`config.mk`:
```
export PLATFORM = sky130hd
export DESIGN_NAME = spi_master_param
export DESIGN_NICKNAME = d
export VERILOG_FILES = /design/src/rtl/spi_master_param.sv
export SDC_FILE = /design/constraint.sdc
export NUM_CORES = 1
export LEC_CHECK = 0
export BUFFER_PORTS_ARGS = -buffer_cell sky130_fd_sc_hd__buf_2
export CAP_MARGIN = 20
export CORE_ASPECT_RATIO = 1.1
export CORE_MARGIN = 2
export CORE_UTILIZATION = 56
export CTS_CLUSTER_DIAMETER = 100
export DETAILED_ROUTE_END_ITERATION = 7
export PLACE_DENSITY = 0.85
export SYNTH_ARGS = -nofsm -noshare
export SYNTH_HDL_FRONTEND = slang
export SYNTH_SLANG_ARGS = --single-unit
```
`constraint.sdc`:
```
create_clock -name SCLK -period 2.5 [get_ports SCLK]
set_input_delay 0.5 -clock SCLK [delete_from_list [all_inputs] [get_ports SCLK]]
set_output_delay 0.5 -clock SCLK [all_outputs]
set_load 0.005 [all_outputs]
```
`src/rtl/spi_master_param.sv`:
```
// spi_master_param: parametrised full-duplex SPI master.
// Accepts one word per W_STB on the system side and runs one SPI frame with
// configurable width, clock divider, CPOL/CPHA mode, bit order and chip
// select count. All logic runs on the rising edge of SCLK with a
// synchronous active-high reset RST.
// Optional build macro SPI_MASTER_LOOPBACK_EN adds a LOOPBACK input that
// makes the receive path sample the internal MOSI instead of MISO.
module spi_master_param #(
    parameter int DATA_W    = 8,
    parameter int CLK_DIV   = 4,
    parameter int CPOL      = 0,
    parameter int CPHA      = 0,
    parameter int LSB_FIRST = 0,
    parameter int CS_CNT    = 1
) (
    input  logic                                           SCLK,
    input  logic                                           RST,
    input  logic                                           W_STB,
    input  logic [DATA_W-1:0]                              W_DATA,
    input  logic [((CS_CNT > 1) ? $clog2(CS_CNT) : 1)-1:0] W_SEL,
    output logic                                           W_ACK,
    output logic                                           R_STB,
    output logic [DATA_W-1:0]                              R_DATA,
    output logic                                           BUSY,
    output logic                                           SPI_CLK,
    output logic                                           MOSI,
    input  logic                                           MISO,
    output logic [CS_CNT-1:0]                              CS_N
`ifdef SPI_MASTER_LOOPBACK_EN
    ,
    input  logic                                           LOOPBACK
`endif
);

    localparam int SEL_W  = (CS_CNT > 1) ? $clog2(CS_CNT) : 1;
    localparam int DIV_W  = (CLK_DIV > 1) ? $clog2(CLK_DIV) : 1;
    localparam int EDGE_W = $clog2(2 * DATA_W + 1);

    localparam logic SPI_IDLE = (CPOL != 0);

    typedef enum logic [1:0] {
        ST_IDLE,
        ST_LEAD,
        ST_SHIFT,
        ST_TRAIL
    } state_t;

    state_t              state_q;
    logic [DIV_W-1:0]    divCnt_q;
    logic [EDGE_W-1:0]   edgeCnt_q;
    logic [DATA_W-1:0]   txShift_q;
    logic [DATA_W-1:0]   rxShift_q;
    logic [DATA_W-1:0]   rData_q;
    logic                wAck_q;
    logic                rStb_q;
    logic                busy_q;
    logic                spiClk_q;
    logic                mosi_q;
    logic [CS_CNT-1:0]   csN_q;

    logic                sampleBit_d;
    logic [DATA_W-1:0]   txShift_d;
    logic [DATA_W-1:0]   rxShift_d;
    logic                wFirst_d;
    logic                txFirst_d;
    logic                txNextFirst_d;
    logic [CS_CNT-1:0]   csSel_d;
    logic                divLast_d;
    logic                leadingEdge_d;
    logic                sampleEdge_d;
    logic                finalEdge_d;
    logic                lastTrailing_d;

    // Receive source: MISO straight from the pin, or MOSI when looped back.
    always_comb begin
        sampleBit_d = MISO;
`ifdef SPI_MASTER_LOOPBACK_EN
        if (LOOPBACK) begin
            sampleBit_d = mosi_q;
        end
`endif
    end

    // Shift-register next values and first-bit selection for the chosen bit order.
    always_comb begin
        txShift_d     = txShift_q;
        rxShift_d     = rxShift_q;
        wFirst_d      = 1'b1;
        txFirst_d     = 1'b1;
        txNextFirst_d = 1'b1;
        if (LSB_FIRST != 0) begin
            txShift_d     = {1'b0, txShift_q[DATA_W-1:1]};
            rxShift_d     = {sampleBit_d, rxShift_q[DATA_W-1:1]};
            wFirst_d      = W_DATA[0];
            txFirst_d     = txShift_q[0];
            txNextFirst_d = txShift_q[1];
        end else begin
            txShift_d     = {txShift_q[DATA_W-2:0], 1'b0};
            rxShift_d     = {rxShift_q[DATA_W-2:0], sampleBit_d};
            wFirst_d      = W_DATA[DATA_W-1];
            txFirst_d     = txShift_q[DATA_W-1];
            txNextFirst_d = txShift_q[DATA_W-2];
        end
    end

    // Chip-select decode; an out-of-range index leaves every line high.
    always_comb begin
        csSel_d = '1;
        for (int i = 0; i < CS_CNT; i++) begin
            if (W_SEL == SEL_W'(i)) begin
                csSel_d[i] = 1'b0;
            end
        end
    end

    // Edge bookkeeping: edgeCnt_q holds the number of toggles already made,
    // so the next toggle is a leading edge whenever that count is even.
    always_comb begin
        divLast_d      = (divCnt_q == DIV_W'(CLK_DIV - 1));
        leadingEdge_d  = ~edgeCnt_q[0];
        sampleEdge_d   = (CPHA == 0) ? leadingEdge_d : ~leadingEdge_d;
        finalEdge_d    = (edgeCnt_q == EDGE_W'(2 * DATA_W));
        lastTrailing_d = (edgeCnt_q == EDGE_W'(2 * DATA_W - 1));
    end

    // Frame sequencer: IDLE -> LEAD -> SHIFT -> TRAIL -> IDLE, all outputs registered.
    always_ff @(posedge SCLK) begin
        if (RST) begin
            state_q   <= ST_IDLE;
            divCnt_q  <= '0;
            edgeCnt_q <= '0;
            txShift_q <= '0;
            rxShift_q <= '0;
            rData_q   <= '0;
            wAck_q    <= 1'b0;
            rStb_q    <= 1'b0;
            busy_q    <= 1'b0;
            spiClk_q  <= SPI_IDLE;
            mosi_q    <= 1'b1;
            csN_q     <= '1;
        end else begin
            wAck_q <= 1'b0;
            rStb_q <= 1'b0;
            case (state_q)
                ST_IDLE: begin
                    if (W_STB) begin
                        state_q   <= ST_LEAD;
                        divCnt_q  <= '0;
                        edgeCnt_q <= '0;
                        txShift_q <= W_DATA;
                        rxShift_q <= '0;
                        wAck_q    <= 1'b1;
                        busy_q    <= 1'b1;
                        csN_q     <= csSel_d;
                        spiClk_q  <= SPI_IDLE;
                        mosi_q    <= (CPHA == 0) ? wFirst_d : 1'b1;
                    end
                end

                ST_LEAD, ST_SHIFT: begin
                    if (divLast_d) begin
                        divCnt_q <= '0;
                        if ((state_q == ST_SHIFT) && finalEdge_d) begin
                            state_q <= ST_TRAIL;
                            mosi_q  <= 1'b1;
                        end else begin
                            state_q   <= ST_SHIFT;
                            spiClk_q  <= ~spiClk_q;
                            edgeCnt_q <= edgeCnt_q + EDGE_W'(1);
                            if (sampleEdge_d) begin
                                rxShift_q <= rxShift_d;
                            end else if (CPHA != 0) begin
                                mosi_q    <= txFirst_d;
                                txShift_q <= txShift_d;
                            end else if (!lastTrailing_d) begin
                                mosi_q    <= txNextFirst_d;
                                txShift_q <= txShift_d;
                            end
                        end
                    end else begin
                        divCnt_q <= divCnt_q + DIV_W'(1);
                    end
                end

                ST_TRAIL: begin
                    if (divLast_d) begin
                        state_q  <= ST_IDLE;
                        divCnt_q <= '0;
                        csN_q    <= '1;
                        busy_q   <= 1'b0;
                        rStb_q   <= 1'b1;
                        rData_q  <= rxShift_q;
                    end else begin
                        divCnt_q <= divCnt_q + DIV_W'(1);
                    end
                end

                default: begin
                    state_q <= ST_IDLE;
                end
            endcase
        end
    end

    assign W_ACK   = wAck_q;
    assign R_STB   = rStb_q;
    assign R_DATA  = rData_q;
    assign BUSY    = busy_q;
    assign SPI_CLK = spiClk_q;
    assign MOSI    = mosi_q;
    assign CS_N    = csN_q;

endmodule

```
==> results of run 1 <==
==> per-stage QoR <==
step | utilization [%] | std cells | setup WS [ns]
2_1_floorplan | - | 232 | 0.762
3_3_place_gp | 61.7 | 281 | 0.436
4_1_cts | 64.2 | 289 | 0.292
5_1_grt | 64.2 | 289 | 0.137
3_5_place_dp | 61.7 | 281 | 0.305
6_report | 64.2 | 289 | 0.287
==> cells by family (layout without fill, tap and decap cells) <==
kind of cell             count (synthesis)  count (layout)  share of synthesized area [%]
flip-flops                              38              38                           40.3
adder cells (fa/ha/maj)                  8               8                           5.30
multiplexers                             6               6                           3.58
AO/OA/AOI/OAI                           62              62                           19.4
buffers and inverters                   27              48                           5.96
AND/OR/NAND/NOR                         91              91                           25.4
==> worst max path at each step <==
stage / endpoint / startpoint / cells past startpoint / slack (ns)
floorplan: edgeCnt_q[3] / state_q[1] / 6 / 0.76
detailed placement: edgeCnt_q[3] / edgeCnt_q[0] / 6 / 0.30
CTS: edgeCnt_q[3] / edgeCnt_q[0] / 6 / 0.29
finish: edgeCnt_q[3] / edgeCnt_q[0] / 6 / 0.29
global route: edgeCnt_q[3] / edgeCnt_q[0] / 6 / 0.14
global placement: edgeCnt_q[3] / edgeCnt_q[0] / 6 / 0.44
==> routing by layer <==
| layer | up-vias | wire length, microns | share of wire, % | GRT usage (%) |
|---|---|---|---|---|
| met5 | - | 0 | 0 | 0 |
| met3 | 5 | 163 | 4.3 | 5.99 |
| met4 | 0 | 46 | 1.2 | 7.95 |
| met1 | 769 | 1790 | 47 | 27.4 |
| li1 | 879 | - | - | - |
| met2 | 47 | 1820 | 48 | 33.9 |
==> final cells by class <==
type | count | area (sq um)
fill | 279 | 1170
multi-input combinational | 167 | 1010
sequential | 38 | 761
timing repair buffer | 31 | 168
clock inverter | 3 | 45.0
tap | 36 | 45.0
clock buffer | 5 | 37.5
inverter | 9 | 33.8
==> power by group <==
group / internal (mW) / switching (mW) / total [mW] / leakage (nW)
registers: 0.651 / 0.0300 / 0.681 / 0.309
clock network: 0.210 / 0.212 / 0.422 / 0.0374
logic: 0.137 / 0.198 / 0.336 / 0.447
total: 0.998 / 0.441 / 1.44 / 0.794
==> worst reg2reg max path, cell delays in order (launching register included) <==
cell and delay [ns]:
dfxtp_1 0.57, inv_1 0.15, ha_1 0.23, and4b_4 0.21, and2_4 0.22, or4_1 0.50, a211oi_1 0.25
==> state kept, by name, summed over array words and instances (netlist names) <==
signal	count
BUSY	1
CS_N	1
MOSI	1
R_DATA	8
R_STB	1
SPI_CLK	1
W_ACK	1
divCnt_q	2
edgeCnt_q	5
rxShift_q	8
state_q	2
txShift_q	7
==> cell usage after synthesis, drive strengths merged <==
master | number | share of area (%)
dfxtp | 38 | 40
nand2 | 25 | 5.0
a21oi | 19 | 5.0
a31oi | 16 | 5.3
o21ai | 14 | 3.7
nand3 | 11 | 2.9
nand4 | 11 | 3.6
nor2b | 10 | 3.3
buf | 9 | 2.4
clkbuf | 9 | 1.8
inv | 9 | 1.8
ha | 8 | 5.3
nor2 | 8 | 1.6
nor4 | 7 | 2.3
mux2 | 6 | 3.6
nor3 | 6 | 1.6
nand2b | 4 | 1.3
a211oi | 3 | 1.2
and2 | 3 | 1.1
o31ai | 3 | 1.2
a21o | 1 | 0.40
and3 | 1 | 0.33
and4b | 1 | 0.73
nand4b | 1 | 0.46
nor3b | 1 | 0.40
o211a | 1 | 0.53
o211ai | 1 | 0.40
o21a | 1 | 0.40
o221ai | 1 | 0.46
o22a | 1 | 0.46
o22ai | 1 | 0.33
or3 | 1 | 0.33
or4 | 1 | 0.40
==> results.json, run 1 <==
{
  "fmax_mhz": 452,
  "r2r_slack_ns": 0.29,
  "synth.distinct_cells": 37,
  "tightest_slew_ns": 0.587,
  "grt_max_degree": 23,
  "cts.htree.levels": 2,
  "leakage_nw": 0.794,
  "grt_pass1_wl_microns": 6450,
  "rsz0062_at_grt": "no",
  "critPathLaunchType": "register",
  "cts_tree": "done",
  "drc": 0,
  "drt_iter0_drc": 63,
  "crit_fanout": 21,
  "cts.sinks": 38,
  "cts-hold-fix-buffers": 0,
  "core_sq_um": 3280,
  "hold_path.startpoint": "W_DATA[0]",
  "r2r_end": "edgeCnt_q[3]",
  "clock_latency_ns": 0.34,
  "areaGrowthSynthToFinish_pct": 11.5,
  "port_buffers": 26,
  "cp_num_buf_inv": 1,
  "via_count": 1700,
  "holdPathEnd": "txShift_q[0]",
  "final_antenna_net_count": 0,
  "whs_path_depth": 3,
  "crit_required_ns": 2.76,
  "yosysSeqAreaShare_pct": 40.3,
  "grt_usage_pct": 21.5,
  "die_h_microns": 64.9,
  "slew_headroom_pct": 60.8,
  "n_antenna_cell": 0,
  "dp_hpwl_microns": 2650,
  "dieWidth_microns": 59.4,
  "final_common_cell": "dfxtp_1",
  "synth_warnings": 0,
  "cp-end-kind": "register",
  "fin_skew_ns": 0.00511,
  "crit_type": "reg -> reg",
  "hp-class": "in -> reg",
  "synth_area_per_cell_sq_um": 8.14,
  "clockBufferDepth": 2,
  "start_util_pct": 57.6,
  "arrival_ns": 2.47,
  "overflow": 0,
  "post_cts_resized": 0,
  "syn-cell-area_sq_um": 1890,
  "powerDensity_nw_per_um2": 684,
  "finalHoldViolCount": 0,
  "hold_ws_ns": 0.400,
  "cts_buffers": 5,
  "totalWireLength_microns": 3810,
  "routed_via_density": 5.88,
  "setup_tns_ns": 0,
  "cp_slowest_stage_delay_ns": 0.57,
  "pin_count": 27,
  "setup_viol": 0,
  "postSynthCellCount": 232,
  "gp_congestion": 0.799,
  "root_buffer": "clkbuf_4",
  "r2r_cells": 6,
  "layout_common_cells": "38 x dfxtp_1, 26 x buf_2, 25 x nand2_1",
  "final.min_clock_period_ns": 2.21,
  "final_area_sq_um": 2100,
  "syn_nets": 253,
  "rows": 22,
  "dieArea_sq_um": 3850,
  "crit_family": "simple AND/OR/NAND/NOR gates",
  "nNetsFinal": 273,
  "placed_area_sq_um": 2020,
  "peakVddDrop_uv": 395,
  "routedWlPerCell_microns": 13.2,
  "ys_ff_latch": 38,
  "post-route-period-util_pct": 88.5,
  "r2r-start": "edgeCnt_q[0]",
  "drv_cap": 0,
  "post-cts-setup-buffers": 0,
  "clkTransAtPathRegs_ns": 0.12,
  "slowest_stage": "dfxtp_1",
  "antenna_found_initial": 0,
  "dr.pass1.iters": 4,
  "crit_chain": "inv_1, ha_1, and4b_4, and2_4, or4_1, a211oi_1",
  "drv_slew": 0,
  "finalPower_mw": 1.44,
  "grt_pass1_vias": 1502,
  "outcome": "finished, final reports clean",
  "drive_gt1_share_pct": 18.6
}
Note: power is estimated with default switching activity, not from simulation.
==> run 2: changes to the inputs <==
Settings changed: REMOVE_ABC_BUFFERS from default to 1, SETUP_SLACK_MARGIN from default to 0.02.
==> results.json, run 2 (synthesis results as in run 1) <==
{
  "routedWlPerCell_microns": 13.6,
  "fin_ws_ns": 0.505,
  "outcome": "finished, final reports clean",
  "post-cts-setup-buffers": 0,
  "rsz0062_at_grt": "no",
  "clock_power_share_pct": 29.1,
  "grt_max_degree": 31,
  "routed_via_density": 5.90,
  "pin_count": 27,
  "crit_fanout": 21,
  "clock_latency_ns": 0.36,
  "slew_headroom_pct": 61.0,
  "final_area_sq_um": 2110,
  "final_common_cell": "dfxtp_1",
  "areaGrowthSynthToFinish_pct": 12.0,
  "die_h_microns": 64.9,
  "placed_area_sq_um": 2040,
  "drive_gt1_share_pct": 19.2,
  "cp-end-kind": "register",
  "hp-class": "in -> reg",
  "dieWidth_microns": 59.4,
  "cts_tree": "done",
  "antenna_found_initial": 0,
  "cts_buffers": 5,
  "start_util_pct": 57.6,
  "arrival_ns": 2.28,
  "via_count": 1718,
  "root_buffer": "clkbuf_4",
  "cts.sinks": 38,
  "leakage_nw": 0.811,
  "fin_skew_ns": 0.00880,
  "nNetsFinal": 275,
  "overflow": 0,
  "crit_chain": "inv_1, ha_1, nor2b_1, and2_4, or4_1, a211oi_1",
  "n_antenna_cell": 0,
  "r2r_slack_ns": 0.50,
  "totalWireLength_microns": 3940,
  "drc": 0,
  "cts.htree.levels": 2,
  "crit_required_ns": 2.79,
  "crit_family": "simple AND/OR/NAND/NOR gates",
  "slowest_stage": "or4_1",
  "powerDensity_nw_per_um2": 684,
  "cp_slowest_stage_delay_ns": 0.48,
  "finalHoldViolCount": 0,
  "post_cts_resized": 0,
  "peakVddDrop_uv": 457,
  "dieArea_sq_um": 3850,
  "post-route-period-util_pct": 79.8,
  "dp_hpwl_microns": 2750,
  "drt_iter0_drc": 41,
  "setup_tns_ns": 0,
  "port_buffers": 26,
  "tightest_slew_ns": 0.585,
  "clkTransAtPathRegs_ns": 0.12,
  "power_frac_comb_pct": 24.2,
  "setup_viol": 0,
  "clockBufferDepth": 2,
  "drv_slew": 0,
  "rows": 22,
  "gp_congestion": 0.833,
  "pre_cts_slack_ns": 0.514,
  "final_antenna_net_count": 0,
  "crit_type": "reg -> reg",
  "core_sq_um": 3280,
  "switching_share_pct": 30.7,
  "cts-hold-fix-buffers": 0,
  "p_int_mw": 1.00,
  "placed_cells": 283,
  "fmax_mhz": 501,
  "cp_num_buf_inv": 1,
  "layout_common_cells": "38 x dfxtp_1, 26 x buf_2, 25 x nand2_1",
  "critPathLaunchType": "register",
  "power_frac_seq_pct": 46.8,
  "drv_cap": 0,
  "dr.pass1.iters": 4,
  "grt_pass1_wl_microns": 6760,
  "grt_usage_pct": 22.5,
  "fin_cells": 291,
  "fillCellCount": 280,
  "power_switching_mw": 0.444,
  "final.min_clock_period_ns": 2.00,
  "grt_pass1_vias": 1522
}
run 2: cell count changes in the layout (fill, tap and decap cells not counted):
cell        delta
clkinvlp_4     -2
clkinv_2       +2
buf_4          +2
run 2: power by group through the flow:
stage                     logic (mW)  registers [mW]  clock network [mW]
after floorplan                0.233           0.690                   0
after global placement         0.341           0.688                   0
after detailed placement       0.345           0.690                   0
after CTS                      0.349           0.676               0.421
after global routing           0.390           0.682               0.446
final                          0.349           0.676               0.420
run 2: through the flow:
stage               utilization, %  hold slack, ns  total power [mW]
floorplan                        -           0.434             0.923
global placement              62.2           0.440              1.03
detailed placement            62.2           0.443              1.04
CTS                           64.6           0.376              1.45
global route                  64.6           0.398              1.52
finish                        64.6           0.372              1.45
run 2: worst register-to-register path, stage by stage (launching register included):
cell and delay, ns:
dfxtp_1 0.38, inv_1 0.10, ha_1 0.37, nor2b_1 0.17, and2_4 0.21, or4_1 0.48
a211oi_1 0.22
run 2: path summary, 6_finish.rpt:
check,start,end,depth (start not counted)
setup / recovery,state_q[0],edgeCnt_q[3],6
hold / removal,W_DATA[0],txShift_q[0],3
setup reg to reg,state_q[0],edgeCnt_q[3],6
hold reg to reg,R_DATA[4],R_DATA[4],2
run 2: routing by layer:
metal | track usage [%] | share of wire [%] | up-vias
met1 | 28.3 | 46 | 791
met2 | 37.0 | 49 | 29
li1 | - | - | 891
met4 | 8.52 | 1.7 | 0
met3 | 4.79 | 3.0 | 7
met5 | 0 | 0 | -
run 2: cell type report:
class	count	area [sq um]	area share, %
Clock buffer	5	37.5	1.78
Inverter	9	33.8	1.60
Sequential cell	38	761	36.0
Clock inverter	3	40.0	1.89
Tap cell	36	45.0	2.13
Timing Repair Buffer	33	183	8.64
Multi-Input combinational cell	167	1010	48.0
==> run 3: changes to the inputs <==
Clock period 2.5 ns to 2 ns, I/O delays scaled along.
==> results.json, run 3 (synthesis results as in run 1) <==
{
  "power_frac_comb_pct": 25.8,
  "drv_cap": 0,
  "crit_fanout": 10,
  "powerDensity_nw_per_um2": 835,
  "core_sq_um": 3280,
  "clock_power_share_pct": 27.0,
  "finalHoldViolCount": 0,
  "grt_usage_pct": 24.7,
  "layout_common_cells": "36 x dfxtp_1, 26 x buf_2, 25 x nand2_1",
  "cts-hold-fix-buffers": 0,
  "n_antenna_cell": 0,
  "p_int_mw": 1.25,
  "leakage_nw": 0.832,
  "gp_congestion": 0.810,
  "setup_viol": 0,
  "clkTransAtPathRegs_ns": 0.11,
  "final_antenna_net_count": 0,
  "post_cts_resized": 0,
  "clock_latency_ns": 0.35,
  "nNetsFinal": 280,
  "root_buffer": "clkbuf_4",
  "grt_pass1_vias": 1693,
  "fillCellCount": 296,
  "peakVddDrop_uv": 434,
  "overflow": 0,
  "fin_skew_ns": 0.00415,
  "outcome": "finished, final reports clean",
  "post-route-period-util_pct": 93.3,
  "cp-end-kind": "register",
  "dieArea_sq_um": 3850,
  "cts_buffers": 5,
  "start_util_pct": 57.6,
  "routed_via_density": 5.98,
  "arrival_ns": 2.14,
  "totalWireLength_microns": 4230,
  "rows": 22,
  "dieWidth_microns": 59.4,
  "dp_hpwl_microns": 2950,
  "drc": 0,
  "slew_headroom_pct": 68.4,
  "pin_count": 27,
  "dr.pass1.iters": 4,
  "antenna_found_initial": 0,
  "hp-class": "in -> reg",
  "drv_slew": 0,
  "final_common_cell": "dfxtp_1",
  "routedWlPerCell_microns": 14.3,
  "switching_share_pct": 30.7,
  "setup_tns_ns": 0,
  "power_switching_mw": 0.555,
  "hold_ws_ns": 0.286,
  "fmax_mhz": 536,
  "post-cts-setup-buffers": 0,
  "grt_max_degree": 21,
  "via_count": 1770,
  "critPathLaunchType": "register",
  "tightest_slew_ns": 0.473,
  "grt_pass1_wl_microns": 7290,
  "clockBufferDepth": 2,
  "finalPower_mw": 1.80,
  "crit_type": "reg -> reg",
  "rsz0062_at_grt": "no",
  "crit_required_ns": 2.27,
  "cts.htree.levels": 2,
  "final.min_clock_period_ns": 1.87,
  "drive_gt1_share_pct": 22.7,
  "drt_iter0_drc": 89,
  "die_h_microns": 64.9,
  "areaGrowthSynthToFinish_pct": 14.5,
  "cts_tree": "done",
  "port_buffers": 26,
  "cts.sinks": 38,
  "power_frac_seq_pct": 47.2
}
[run 3: path summary, 6_finish.rpt]
kind	cells past startpoint	from	to	slack, ns
setup / recovery	7	state_q[0]	SPI_CLK	0.13
hold reg to reg	2	R_DATA[0]	R_DATA[0]	0.46
hold / removal	3	W_DATA[0]	txShift_q[0]	0.29
setup reg to reg	7	state_q[0]	SPI_CLK	0.13
[run 3: area by class of cell]
class                      count  area, sq um  area share [%]
tap                           36         45.0            2.08
sequential                    38          763            35.3
timing repair buffer          38          220            10.2
inverter                       9         33.8            1.56
clock buffer                   8         78.8            3.65
multi-input combinational    167         1020            47.2
[run 3: per-stage QoR]
step	instance area, sq um	worst slack, ns	utilization [%]	std cells
after floorplan	1810	-0.622	-	214
after global placement	2070	0.155	63.3	288
after detailed placement	2070	0.0786	63.3	288
after CTS	2150	0.0500	65.7	296
after global routing	2160	0.0278	66.0	296
final	2160	0.134	66.0	296
[run 3: power by group through the flow]
stage,logic (mW),clock network (mW),registers [mW]
6_report,0.465,0.488,0.851
5_1_grt,0.515,0.540,0.859
4_1_cts,0.455,0.496,0.849
2_1_floorplan,0.291,0,0.863
3_3_place_gp,0.440,0,0.861
3_5_place_dp,0.451,0,0.865
[run 3: layer usage]
| layer | share of wire [%] | track usage, % | vias up |
|---|---|---|---|
| met5 | 0 | 0 | - |
| met1 | 43 | 28.8 | 806 |
| met3 | 4.6 | 6.99 | 13 |
| met4 | 2.6 | 10.8 | 0 |
| li1 | - | - | 894 |
| met2 | 50 | 41.1 | 57 |
[run 3: worst max-delay path, stage by stage, from the launching register on]
cell and delay [ns]:
dfxtp_2 0.35, inv_1 0.10, ha_2 0.32, nand2b_1 0.11, o211ai_1 0.13, buf_4 0.20
or3_1 0.34, a211oi_1 0.23
